`config.mk`:
```
export PLATFORM = sky130hd
export DESIGN_NAME = elevator
export DESIGN_NICKNAME = d
export VERILOG_FILES = /design/src/rtl/elevator.sv
export SDC_FILE = /design/constraint.sdc
export NUM_CORES = 1
export LEC_CHECK = 0
export ABC_AREA = 1
export BUFFER_PORTS_ARGS = -buffer_cell sky130_fd_sc_hd__buf_2
export CORE_ASPECT_RATIO = 1.1
export CORE_MARGIN = 5
export CORE_UTILIZATION = 40
export DETAILED_ROUTE_END_ITERATION = 8
export PLACE_DENSITY = 0.61
export SYNTH_ARGS = -nofsm -noshare
export SYNTH_HDL_FRONTEND = slang
export SYNTH_SLANG_ARGS = --single-unit
```
`constraint.sdc`:
```
create_clock -name clock -period 2.5 [get_ports clock]
set_input_delay 0.375 -clock clock [delete_from_list [all_inputs] [get_ports clock]]
set_output_delay 0.375 -clock clock [all_outputs]
set_load 0.02 [all_outputs]
```
`src/rtl/elevator.sv`:
```
// Single-car collective elevator controller: latches car/hall calls, picks a
// travel direction and sequences engine and door actuators from plant feedback.
module elevator #(
    parameter int BUTTONS_WIDTH = 8,
    parameter int DELAY_IDLE    = 5000,
    parameter int DELAY_WAIT    = 500,
    parameter int DELAY_OPEN    = 6000
) (
    input  logic                     clock,
    input  logic                     an_reset,
    input  logic                     buttons_block,
    input  logic                     open_btn,
    input  logic                     close_btn,
    input  logic                     overload,
    input  logic                     bell,
    input  logic                     sensor_up,
    input  logic                     sensor_down,
    input  logic                     sensor_inside,
    input  logic [1:0]               sensor_door,
    input  logic [BUTTONS_WIDTH-1:0] btn_in,
    input  logic [BUTTONS_WIDTH-2:0] btn_up_out,
    input  logic [BUTTONS_WIDTH-1:1] btn_down_out,
    output logic [1:0]               engine,
    output logic [1:0]               door,
    output logic                     direction,
    output logic                     bell_out,
    output logic [3:0]               level_display
);
    localparam int N    = BUTTONS_WIDTH;
    localparam int TM1  = (DELAY_IDLE > DELAY_WAIT) ? DELAY_IDLE : DELAY_WAIT;
    localparam int TMAX = (TM1 > DELAY_OPEN) ? TM1 : DELAY_OPEN;
    localparam int TW   = $clog2(TMAX + 1);
    localparam logic [3:0]    TOP    = 4'(N - 1);
    localparam logic [TW-1:0] T_IDLE = TW'(DELAY_IDLE - 1);
    localparam logic [TW-1:0] T_WAIT = TW'(DELAY_WAIT - 1);
    localparam logic [TW-1:0] T_OPEN = TW'(DELAY_OPEN - 1);

    typedef enum logic [2:0] {IDLE, CLOSE, MOVE, WAIT, OPEN_D, DWELL} state_t;

    state_t          state_q, state_d;
    logic [3:0]      level_q, level_d;
    logic            dir_q, dir_d;
    logic            moved_q, moved_d;
    logic [TW-1:0]   timer_q, timer_d;
    logic [1:0]      engine_q, engine_d;
    logic [1:0]      door_q, door_d;
    logic            bell_out_q, bell_out_d;
    logic [N-1:0]    req_in_q, req_in_d;
    logic [N-2:0]    req_up_q, req_up_d;
    logic [N-1:1]    req_dn_q, req_dn_d;
    logic [N-1:0]    in_prev_q, in_prev_d;
    logic [N-2:0]    up_prev_q, up_prev_d;
    logic [N-1:1]    dn_prev_q, dn_prev_d;

    logic [N-1:0]    rise_in, calls, press;
    logic [N-2:0]    rise_up;
    logic [N-1:1]    rise_dn;
    logic            stopped, here_press, serve, arrive, clr_up, clr_dn;
    logic [3:0]      nf;

    function automatic logic bit_at(input logic [N-1:0] v, input logic [3:0] f);
        logic r;
        r = 1'b0;
        for (int i = 0; i < N; i++)
            if (i == int'(f)) r = v[i];
        return r;
    endfunction

    function automatic logic any_ahead(input logic [N-1:0] v, input logic [3:0] f, input logic up);
        logic r;
        r = 1'b0;
        for (int i = 0; i < N; i++)
            if (up ? (i > int'(f)) : (i < int'(f))) r = r | v[i];
        return r;
    endfunction

    always_comb begin
        rise_in    = btn_in & ~in_prev_q & {N{~buttons_block}};
        rise_up    = btn_up_out & ~up_prev_q & {(N-1){~buttons_block}};
        rise_dn    = btn_down_out & ~dn_prev_q & {(N-1){~buttons_block}};
        calls      = req_in_q | {1'b0, req_up_q} | {req_dn_q, 1'b0};
        press      = rise_in | {1'b0, rise_up} | {rise_dn, 1'b0};
        stopped    = (state_q == IDLE) || (state_q == CLOSE) ||
                     (state_q == OPEN_D) || (state_q == DWELL);
        // a press for the floor the car is parked at reopens instead of latching
        here_press = stopped && bit_at(press, level_q);
        in_prev_d  = btn_in;
        up_prev_d  = btn_up_out;
        dn_prev_d  = btn_down_out;
        bell_out_d = bell;
    end

    always_comb begin
        state_d = state_q;
        level_d = level_q;
        dir_d   = dir_q;
        moved_d = moved_q;
        timer_d = '0;
        serve   = 1'b0;
        arrive  = 1'b0;
        nf      = level_q;
        case (state_q)
            IDLE: begin
                if (here_press) begin
                    state_d = OPEN_D;
                end else if (|calls) begin
                    if (!any_ahead(calls, level_q, dir_q)) dir_d = ~dir_q;
                    state_d = bit_at(calls, level_q) ? OPEN_D : MOVE;
                    moved_d = 1'b0;
                end
            end
            CLOSE: begin
                timer_d = timer_q + TW'(1);
                if (overload || sensor_inside || open_btn || here_press) begin
                    state_d = OPEN_D;
                    timer_d = '0;
                end else if (sensor_door == 2'b10) begin
                    state_d = IDLE;
                    timer_d = '0;
                end else if (timer_q == T_IDLE) begin
                    state_d = OPEN_D;
                    timer_d = '0;
                end
            end
            MOVE: begin
                if (dir_q && sensor_up && level_q != TOP) begin
                    nf     = level_q + 4'd1;
                    arrive = 1'b1;
                end else if (!dir_q && sensor_down && level_q != 4'd0) begin
                    nf     = level_q - 4'd1;
                    arrive = 1'b1;
                end
                if (arrive) begin
                    level_d = nf;
                    moved_d = 1'b1;
                    if (bit_at(req_in_q, nf) ||
                        bit_at(dir_q ? {1'b0, req_up_q} : {req_dn_q, 1'b0}, nf) ||
                        !any_ahead(calls, nf, dir_q) || nf == 4'd0 || nf == TOP)
                        state_d = WAIT;
                end else if (!moved_q && !(|calls)) begin
                    // every call withdrawn before leaving the floor: stay put
                    state_d = IDLE;
                end
            end
            WAIT: begin
                timer_d = timer_q + TW'(1);
                if (timer_q == T_WAIT) begin
                    state_d = OPEN_D;
                    timer_d = '0;
                end
            end
            OPEN_D: begin
                timer_d = timer_q + TW'(1);
                if (sensor_door == 2'b01) begin
                    serve   = 1'b1;
                    state_d = DWELL;
                    timer_d = '0;
                end else if (timer_q == T_IDLE) begin
                    state_d = DWELL;
                    timer_d = '0;
                end
            end
            DWELL: begin
                timer_d = timer_q + TW'(1);
                if (open_btn || overload || sensor_inside || here_press) begin
                    timer_d = '0;
                end else if (close_btn || timer_q == T_OPEN) begin
                    state_d = CLOSE;
                    timer_d = '0;
                end
            end
            default: state_d = CLOSE;
        endcase
        if (level_d == 4'd0)     dir_d = 1'b1;
        else if (level_d == TOP) dir_d = 1'b0;
    end

    // Serve-clear is applied first so a same-cycle cancel toggle overrides it.
    always_comb begin
        req_in_d = req_in_q;
        req_up_d = req_up_q;
        req_dn_d = req_dn_q;
        clr_up   = dir_q || (level_q == 4'd0) || !any_ahead(calls, level_q, dir_q);
        clr_dn   = !dir_q || (level_q == TOP) || !any_ahead(calls, level_q, dir_q);
        for (int i = 0; i < N; i++) begin
            if (serve && i == int'(level_q)) req_in_d[i] = 1'b0;
            if (rise_in[i] && !(stopped && i == int'(level_q))) req_in_d[i] = ~req_in_q[i];
        end
        for (int i = 0; i < N-1; i++) begin
            if (serve && clr_up && i == int'(level_q)) req_up_d[i] = 1'b0;
            if (rise_up[i] && !(stopped && i == int'(level_q))) req_up_d[i] = 1'b1;
        end
        for (int i = 1; i < N; i++) begin
            if (serve && clr_dn && i == int'(level_q)) req_dn_d[i] = 1'b0;
            if (rise_dn[i] && !(stopped && i == int'(level_q))) req_dn_d[i] = 1'b1;
        end
    end

    always_comb begin
        engine_d = 2'b00;
        if (state_d == MOVE) engine_d = dir_d ? 2'b01 : 2'b10;
        door_d = 2'b00;
        if (state_d == CLOSE)       door_d = 2'b10;
        else if (state_d == OPEN_D) door_d = 2'b01;
    end

    always_ff @(posedge clock) begin
        if (an_reset) begin
            state_q    <= CLOSE;
            level_q    <= 4'd0;
            dir_q      <= 1'b1;
            moved_q    <= 1'b0;
            timer_q    <= '0;
            engine_q   <= 2'b00;
            door_q     <= 2'b10;
            bell_out_q <= 1'b0;
            req_in_q   <= '0;
            req_up_q   <= '0;
            req_dn_q   <= '0;
            in_prev_q  <= '0;
            up_prev_q  <= '0;
            dn_prev_q  <= '0;
        end else begin
            state_q    <= state_d;
            level_q    <= level_d;
            dir_q      <= dir_d;
            moved_q    <= moved_d;
            timer_q    <= timer_d;
            engine_q   <= engine_d;
            door_q     <= door_d;
            bell_out_q <= bell_out_d;
            req_in_q   <= req_in_d;
            req_up_q   <= req_up_d;
            req_dn_q   <= req_dn_d;
            in_prev_q  <= in_prev_d;
            up_prev_q  <= up_prev_d;
            dn_prev_q  <= dn_prev_d;
        end
    end

    assign engine        = engine_q;
    assign door          = door_q;
    assign direction     = dir_q;
    assign bell_out      = bell_out_q;
    assign level_display = level_q;
endmodule

```
Yosys cells after proc, flatten, opt, wreduce, memory -nomap -nowiden
Index checks and enable logic that the tools add are counted.
W data, S select, Z words.
- register bits: 71
- bits of input ports: 34
- output and inout port bits: 10
- word-level logic and storage cells: 478
- add/sub/neg operators: 3
- order comparisons: 30
- equality and inequality tests: 34
- mux-type cells: 208
- bitwise operators: 45
- reductions and logical operators: 125
- operators by type and width (kind ; number):
    $mux W1 ; 177
    $mux W13 ; 7
    $logic_and A1 B1 Y1 ; 60
    $pmux W13 S4 ; 1
    $reduce_bool A2 Y1 ; 23
    $mux W3 ; 14
    $eq A4 B4 Y1 const A ; 8
    $gt A3 B4 Y1 const A ; 8
    $lt A3 B4 Y1 const A ; 8
    $and A7 B7 Y7 ; 4
    $eq A13 B13 Y1 const B ; 2
    $or A1 B1 Y1 ; 21
    $logic_not A4 Y1 ; 5
    $mux W4 ; 5
    $logic_or A1 B1 Y1 ; 18
    $pmux W3 S6 ; 1
    $and A8 B8 Y8 ; 2
    $eq A3 B4 Y1 const A ; 4
    $gt A2 B4 Y1 const A ; 4
    $lt A1 B4 Y1 const A ; 4
    $lt A2 B4 Y1 const A ; 4
    $or A8 B7 Y8 ; 2
    $or A8 B8 Y8 ; 2
    $not A7 Y7 ; 2
    other kinds (26) ; 59

Depth between registers and ports, before layout
Gate-level depths: netlist of run 1.
- word-level depth: 58
- gate-level depth with buffers: 25
- mapped depth without buffers: 25

Worst setup path after synthesis of run 1
Ideal clock, no wire load.
- kind: reg-to-reg
- start point: register level_q[1], in the netlist level_display[1]
- end point: register door_q[1], in the netlist door[1]
- setup time: 0.109 ns
- data arrival time: 2.288 ns
- data required time: 2.391 ns
- setup slack: 0.103 ns
- stages on the path, launching flop included: 23
- path buffers: 0
- cell sequence: dfxtp_1 > inv_1 > ha_1 > nand2_4 > nand2_4 > nand2_1 > nand2_1 > nand2_1 > nand2_2 > nor2_2 > nand3_1 > o21ai_1 > nand2_1 > nand3_1 > nor2_1 > nor2_1 > nand2_1 > nand2_1 > nand2_1 > nand2_1 > nand3_2 > nand2_1 > inv_1
- cells in the longest elaborated chain, start to end: 47
- elaborated cells between the ends (all ways): 141
- those cells by class: add/sub: 2; order compare: 15; eq/ne: 17; mux: 85; bitwise: 7; reduce/logical: 15
- RTL lines (item ; RTL line ; text):
    start: declaration ; 41 ; logic [3:0] level_q, level_d;
    start signal: assignment ; 225 ; level_q <= level_d;
    parallel branches: the longest is 44 deep, another holds $sub A4 B1 Y4 ; - ;
    $pmux W3 S6 (*) ; 102 ; case (state_q)
    $eq A3 B1 Y1 (*) ; 203 ; if (state_d == CLOSE) door_d = 2'b10;
    $reduce_or A2 Y1 (no source line) (*) ; - ;
    end signal: assignment ; 230 ; door_q <= door_d;
    end: declaration ; 46 ; logic [1:0] door_q, door_d;
Every way passes the cells marked *. The select of a mux whose other input is x is not followed.
A chain may end at the register's enable or synchronous reset.

Worst setup path in the final report of run 1
- start point: register level_q[0], in the netlist level_display[0]
- end point: register door_q[1], in the netlist door[1]
The elaborated chain is that of the path after synthesis.

==> summary.txt, run 1 <==
Status - finished clean
Die area - 12700 µm²
Die Ht - 118 µm
Final setup viols - 0
Startpoint Class - register
Number of max-cap violations - 0
Dpl ws - -0.0134 ns
Layout cells sized above 1 - 23.9%
Top post-synthesis cells by area - dfxtp_1, nand2_1, nor2_1
WL/cell - 14.3 µm
Synth-to-Final Area Change - 29.2%
Synth Flop Type - dfxtp_1
Post-synth EDFFs - 0
Initial antenna violation count - 0
Seq/Total Area, Yosys - 33.7%
CTS tree - built
Slowest Stage Delay on Critical Path - 0.35 ns
H-tree depth - 3
RSZ-0062 raised after global routing - true
Final std cells w/o fill - 889
Relative slew slack - 58.6%
Post-detail-place hpwl - 9050 µm
Maximum VDD drop - 382 µV
CP Max Fanout - 8
Vias/cell - 5.14
Starting Density - 40.7%
Seq cells post-synth - 71
Critical path's slowest cell - dfxtp_2
Cells along the critical path - inv_4 -> ha_4 -> nand2_4 -> nand2_4 -> nand2_2 -> nand2_1 -> nand2_2 -> nand2_4 -> nor2_4 -> nand3_2 -> o21ai_1 -> nand2_1 -> nand3_1 -> nor2_1 -> nor2_1 -> nand2_1 -> nand2_1 -> nand2_1 -> nand2_2 -> nand3_2 -> nand2_2 -> inv_1
Core area - 10300 µm²
Syn Area/Cell - 6.37 µm²
GR Overflow Total - 0
TritonCTS Buffers - 9
Number of I/O port buffers - 43
Largest net degree at the start of global routing - 46
CP arrival - 2.64 ns
Worst hold path type - in2reg
Mapped Nets - 702
Num rows - 39
N_diodes - 0
Post-synth top area share - 33.7%
Final hold vios - 0
Final core occ - 52.6%
Gr usage total - 19.3%
CTS Buffer Depth - 2
Slew Viols, Final - 0
Part of the cycle the worst path needs - 96.0%
Delay-heaviest family, CP - simple AND/OR/NAND/NOR gates
Clk_lat worst skew - 0.34 ns
Clock Pin Slew Worst Setup and Hold Paths - 0.05 ns
Clock tree sinks - 71
Clk_skew - 0.00708 ns
Most frequent CP cell - nand2_1
Pre-antenna DRT Iters - 5
Cell area after synthesis - 4220 µm²
Fmax - 0.416 GHz
Crit end category - register
Die width - 108 µm
Crit path buf inv count - 2
Vias in the first global route - 4246
DRT iter0 DRCs - 234
Yosys warnings - 0
Vias post-DR - 4568
CP Data Required Time - 2.74 ns
Post-Route WL - 12700 µm
Gp weighted congestion - 0.960
Setup ws final - 0.0990 ns
Critical path class - reg2reg
Worst hold margin - 0.243 ns
Synth top cells by count - nand2_1, nor2_1, inv_1
Power Dens Cells - 572 nW/µm²
Crit path time final - 2.40 ns
Drt drc - 0
Clk root buf - clkbuf_16
Io pins - 44
First-pass GRT wire length - 20100 µm
Worst-Margin Slew - 0.616 ns
Post-synth ARST share - 0%
Cells after Synth - 662
Nets - 781
Cells after DPL - 855
Setup TNS - 0 ns
Antenna-violating nets left - 0
Leak - 2.50 nW
Distinct cells, synth - 37
Post-synth top area cell - dfxtp_1
Most frequent cell after synthesis - nand2_1
timing repair:
item / in CTS / in global routing
endpoints found under the hold margin: 0 / 0
pin swaps: 1 / 33
buffers inserted: 1 / 15
resized for setup: 2 / 82
hold buffers: 0 / 0
endpoints found under the setup margin: 4 / 31
cloned: 0 / 2
where the power goes:
group          total [W]  switching [W]  internal (W)
clock            0.00127       0.000472      0.000799
combinational   0.000599       0.000387      0.000212
sequential       0.00124      0.0000435       0.00120
total            0.00311       0.000903       0.00221
sequential cells by signal (all words and copies together), names as in the netlist:
name / count
up_prev_q: 7
dn_prev_q: 7
bell_out: 1
moved_q: 1
door: 2
req_up_q: 7
in_prev_q: 8
req_in_q: 8
req_dn_q: 7
direction: 1
timer_q: 13
state_q: 3
engine: 2
level_display: 4
path summary, 6_finish.rpt:
check,slack (ns),to,from,cells after the start
min,0.24,bell_out,bell,3
max reg2reg,0.1,door[1],level_display[0],22
max,0.1,door[1],level_display[0],22
min reg2reg,0.46,req_dn_q[7],req_dn_q[7],2
cells in the final DEF (no fill, tap or decap), types with 7 or more instances in the layout:
cell	instances
nor3_1	30
nand3_2	9
a21oi_1	39
inv_2	10
buf_4	35
nand3_1	48
nand4_1	10
buf_2	43
o21ai_0	33
xor2_1	9
nand2_1	127
clkbuf_16	9
nor2_1	90
nand2_4	10
inv_1	81
nand2_2	14
o21ai_1	7
dfxtp_1	67
area by class of cell:
class | instances | area [µm²]
inverters | 97 | 387
clock buffers | 13 | 250
flip-flops and latches | 71 | 1430
well taps | 143 | 179
multi-input cells | 480 | 2630
clock inverters | 3 | 42.5
fillers | 1066 | 4900
repair buffers | 82 | 532
per-layer routing:
layer	vias up	share of wire, %	track usage (%)
met1	2097	45	25.7
met5	-	0	0
met4	0	1.3	6.47
met3	16	5.3	4.00
met2	157	48	30.9
li1	2298	-	-
through the flow:
step / instance area, µm² / power, W
floorplan: 4220 / 0.00163
global placement: 4700 / 0.00179
detailed placement: 4700 / 0.00179
CTS: 5000 / 0.00307
global route: 5450 / 0.00327
finish: 5450 / 0.00311
logic make-up (layout without fill, tap and decap cells):
logic type	after synthesis	count (layout)	synth area share [%]
AO/OA/AOI/OAI	98	98	12.7
XOR/XNOR	12	12	2.49
adder cells (fa/ha/maj)	6	6	1.78
buffers and inverters	113	195	10.6
flip-flops	71	71	33.7
AND/OR/NAND/NOR	362	364	38.8
worst min-delay path: stages:
cell	delay, ns
buf_2	0.07
inv_1	0.03
nor2_1	0.06
Power figures use the tool's default switching activity.
==> run 2: changes to the inputs <==
--- a/config.mk
+++ b/config.mk
@@ -11,7 +11,6 @@
 export CORE_MARGIN = 5
 export CORE_UTILIZATION = 40
 export DETAILED_ROUTE_END_ITERATION = 8
-export PLACE_DENSITY = 0.61
 export SYNTH_ARGS = -nofsm -noshare
 export SYNTH_HDL_FRONTEND = slang
 export SYNTH_SLANG_ARGS = --single-unit
==> run 2 against run 1 <==
  * Sequential share of layout area rose by 0.62 points
  * Count of clock-buffer cells in the layout fell by 1
  * Die area did not move
  * Cell count fell by 0.56%
  * Highest routed layer unchanged
==> summary.txt, run 2 (synthesis results as in run 1) <==
Max reg flops - 13 (unchanged)
Drt drc - 0 (unchanged)
Vias in the first global route - 4209 (-0.87%)
Sw Share - 29.5% (+0.56 points)
Slew Viols, Final - 0 (unchanged)
Clk_lat worst skew - 0.33 ns (about the same)
Clk root buf - clkbuf_16
Number of max-cap violations - 0 (unchanged)
CP arrival - 2.68 ns (+0.04 ns)
Power Dens Cells - 553 nW/µm² (-3.3%)
Layout cells sized above 1 - 22.9% (-0.92 points)
TritonCTS Buffers - 9 (unchanged)
Final core occ - 51.4% (-1.2 points)
Worst hold path type - in2reg
Most frequent cells in the layout - nand2_1, nor2_1, inv_1
Most frequent CP cell - nand2_1
H-tree depth - 3 (unchanged)
Core area - 10300 µm² (unchanged)
Pre-antenna DRT Iters - 5 (unchanged)
CP Data Required Time - 2.73 ns (about the same)
Most flop-heavy register - timer_q
Relative slew slack - 59.7% (+1.0 points)
Vias/cell - 5.13 (-0.14%)
Crit end category - register
CTS Buffer Depth - 2 (unchanged)
Io pins - 44 (unchanged)
RSZ-0062 raised after global routing - true
Part of the cycle the worst path needs - 97.9% (+1.8 points)
N_diodes - 0 (unchanged)
Die area - 12700 µm² (unchanged)
Post-detail-place hpwl - 8990 µm (-0.70%)
Final setup viols - 0 (unchanged)
Commonest non-fill, non-tap cell in the layout - nand2_1
Nets - 777 (-0.51%)
Gate power share - 19.6% (+0.4 points)
Cells after DPL - 853 (-0.23%)
Die Ht - 118 µm (unchanged)
Largest registers - timer_q x13, in_prev_q x8, req_in_q x8
Critical path class - reg2reg
Starting Density - 40.7% (unchanged)
Final std cells w/o fill - 884 (-0.56%)
Clk_skew - 0.00837 ns (+0.00129 ns)
Initial antenna violation count - 0 (unchanged)
Vias post-DR - 4536 (-0.70%)
Status - finished clean
CP Max Fanout - 7 (-1)
Post-Route WL - 12200 µm (-4.4%)
GR Overflow Total - 0 (unchanged)
Worst-Margin Slew - 0.600 ns (-0.0154 ns)
Fmax - 0.409 GHz (-1.9%)
Maximum VDD drop - 430 µV (+13%)
Final hold vios - 0 (unchanged)
Gp weighted congestion - 0.986 (+2.7%)
Clock Pin Slew Worst Setup and Hold Paths - 0.06 ns (about the same)
Die width - 108 µm (unchanged)
Startpoint Class - register
Clock network fraction of design power - 38.1% (-2.7 points)
Leak - 2.43 nW (-2.7%)
Gr usage total - 18.6% (-0.65 points)
CTS tree - built
Sw Pwr - 0.000869 W (-3.7%)
Antenna-violating nets left - 0 (unchanged)
Synth-to-Final Area Change - 26.2%
Slowest Stage Delay on Critical Path - 0.38 ns (+0.03 ns)
Crit path time final - 2.45 ns (+0.0461 ns)
Clock tree sinks - 71 (unchanged)
Cells along the critical path - inv_8 -> ha_4 -> nand2_4 -> nand2_4 -> nand2_2 -> nand2_2 -> nand2_2 -> nand2_4 -> nand2_4 -> nor2_1 -> o21ai_1 -> nand2_1 -> nand3_1 -> nor2_1 -> nor2_1 -> nand2_1 -> nand2_1 -> nand2_1 -> nand2_2 -> nand3_2 -> nand2_1 -> inv_1
Power share of the sequential group - 42.3% (+2.3 points)
DRT iter0 DRCs - 268 (+15%)
Hold Buf Count CTS - 0 (unchanged)
Critical path's slowest cell - dfxtp_4
Internal power - 0.00207 W (-6.3%)
Number of I/O port buffers - 43 (unchanged)
First-pass GRT wire length - 19400 µm (-3.4%)
Largest net degree at the start of global routing - 46 (unchanged)
WL/cell - 13.8 µm (-3.8%)
Num rows - 39 (unchanged)
-- run 2: cell count changes in the layout (fill, tap and decap cells not counted), moves of 4 or more --
cell,delta
nand2_1,-5
inv_1,+4
nand2_2,+6
buf_4,-4
-- run 2: timing repair --
item                       CTS  global route
setup buffers                1            13
resized for setup            2            74
pin swaps                    1            26
cloned                       1             1
setup endpoints to repair   14            28
-- run 2: stage by stage --
step	power [W]	hold WS [ns]	TNS [ns]	instance area, µm²	worst slack, ns
finish	0.00294	0.255	0	5320	0.0529
global route	0.00311	0.261	-0.320	5320	-0.0861
CTS	0.00293	0.245	0	4960	0.00711
detailed placement	0.00179	0.445	-0.0357	4690	-0.00850
global placement	0.00178	0.437	0	4690	0.00867
floorplan	0.00163	0.417	0	4220	0.103
-- run 2: path summary, 6_finish.rpt --
check / start / to / slack [ns] / depth (start not counted)
worst max-delay path: level_display[0] / door[1] / 0.05 / 22
worst min-delay path: bell / bell_out / 0.26 / 3
worst max register to register: level_display[0] / door[1] / 0.05 / 22
worst min register to register: timer_q[0] / timer_q[0] / 0.45 / 1
-- run 2: power groups by stage --
stage / Clock (W) / Combinational, W / Sequential, W
floorplan: 0 / 0.000353 / 0.00127
global placement: 0 / 0.000518 / 0.00127
detailed placement: 0 / 0.000523 / 0.00127
CTS: 0.00116 / 0.000534 / 0.00124
global route: 0.00121 / 0.000646 / 0.00125
finish: 0.00112 / 0.000577 / 0.00124
-- run 2: layout make-up --
cell class              instances  area (µm²)
clock buffers                  12         236
clock inverters                 3        21.3
fillers                      1092        5030
inverters                      97         382
multi-input cells             480        2580
flip-flops and latches         71        1430
well taps                     143         179
repair buffers                 78         493
-- run 2: worst max-delay path: cells and delay by family, from the launching register on --
kind / cells / cell delay [ns]
AND/OR/NAND/NOR: 18 / 1.57
flip-flops: 1 / 0.38
AO/OA/AOI/OAI: 1 / 0.15
buffers and inverters: 2 / 0.08
adder cells (fa/ha/maj): 1 / 0.17
-- run 2: metal layers --
layer,track usage [%],wire length (µm)
met1,24.4,5440
met2,29.4,5720
met3,4.50,699
met4,7.26,305
met5,0,0
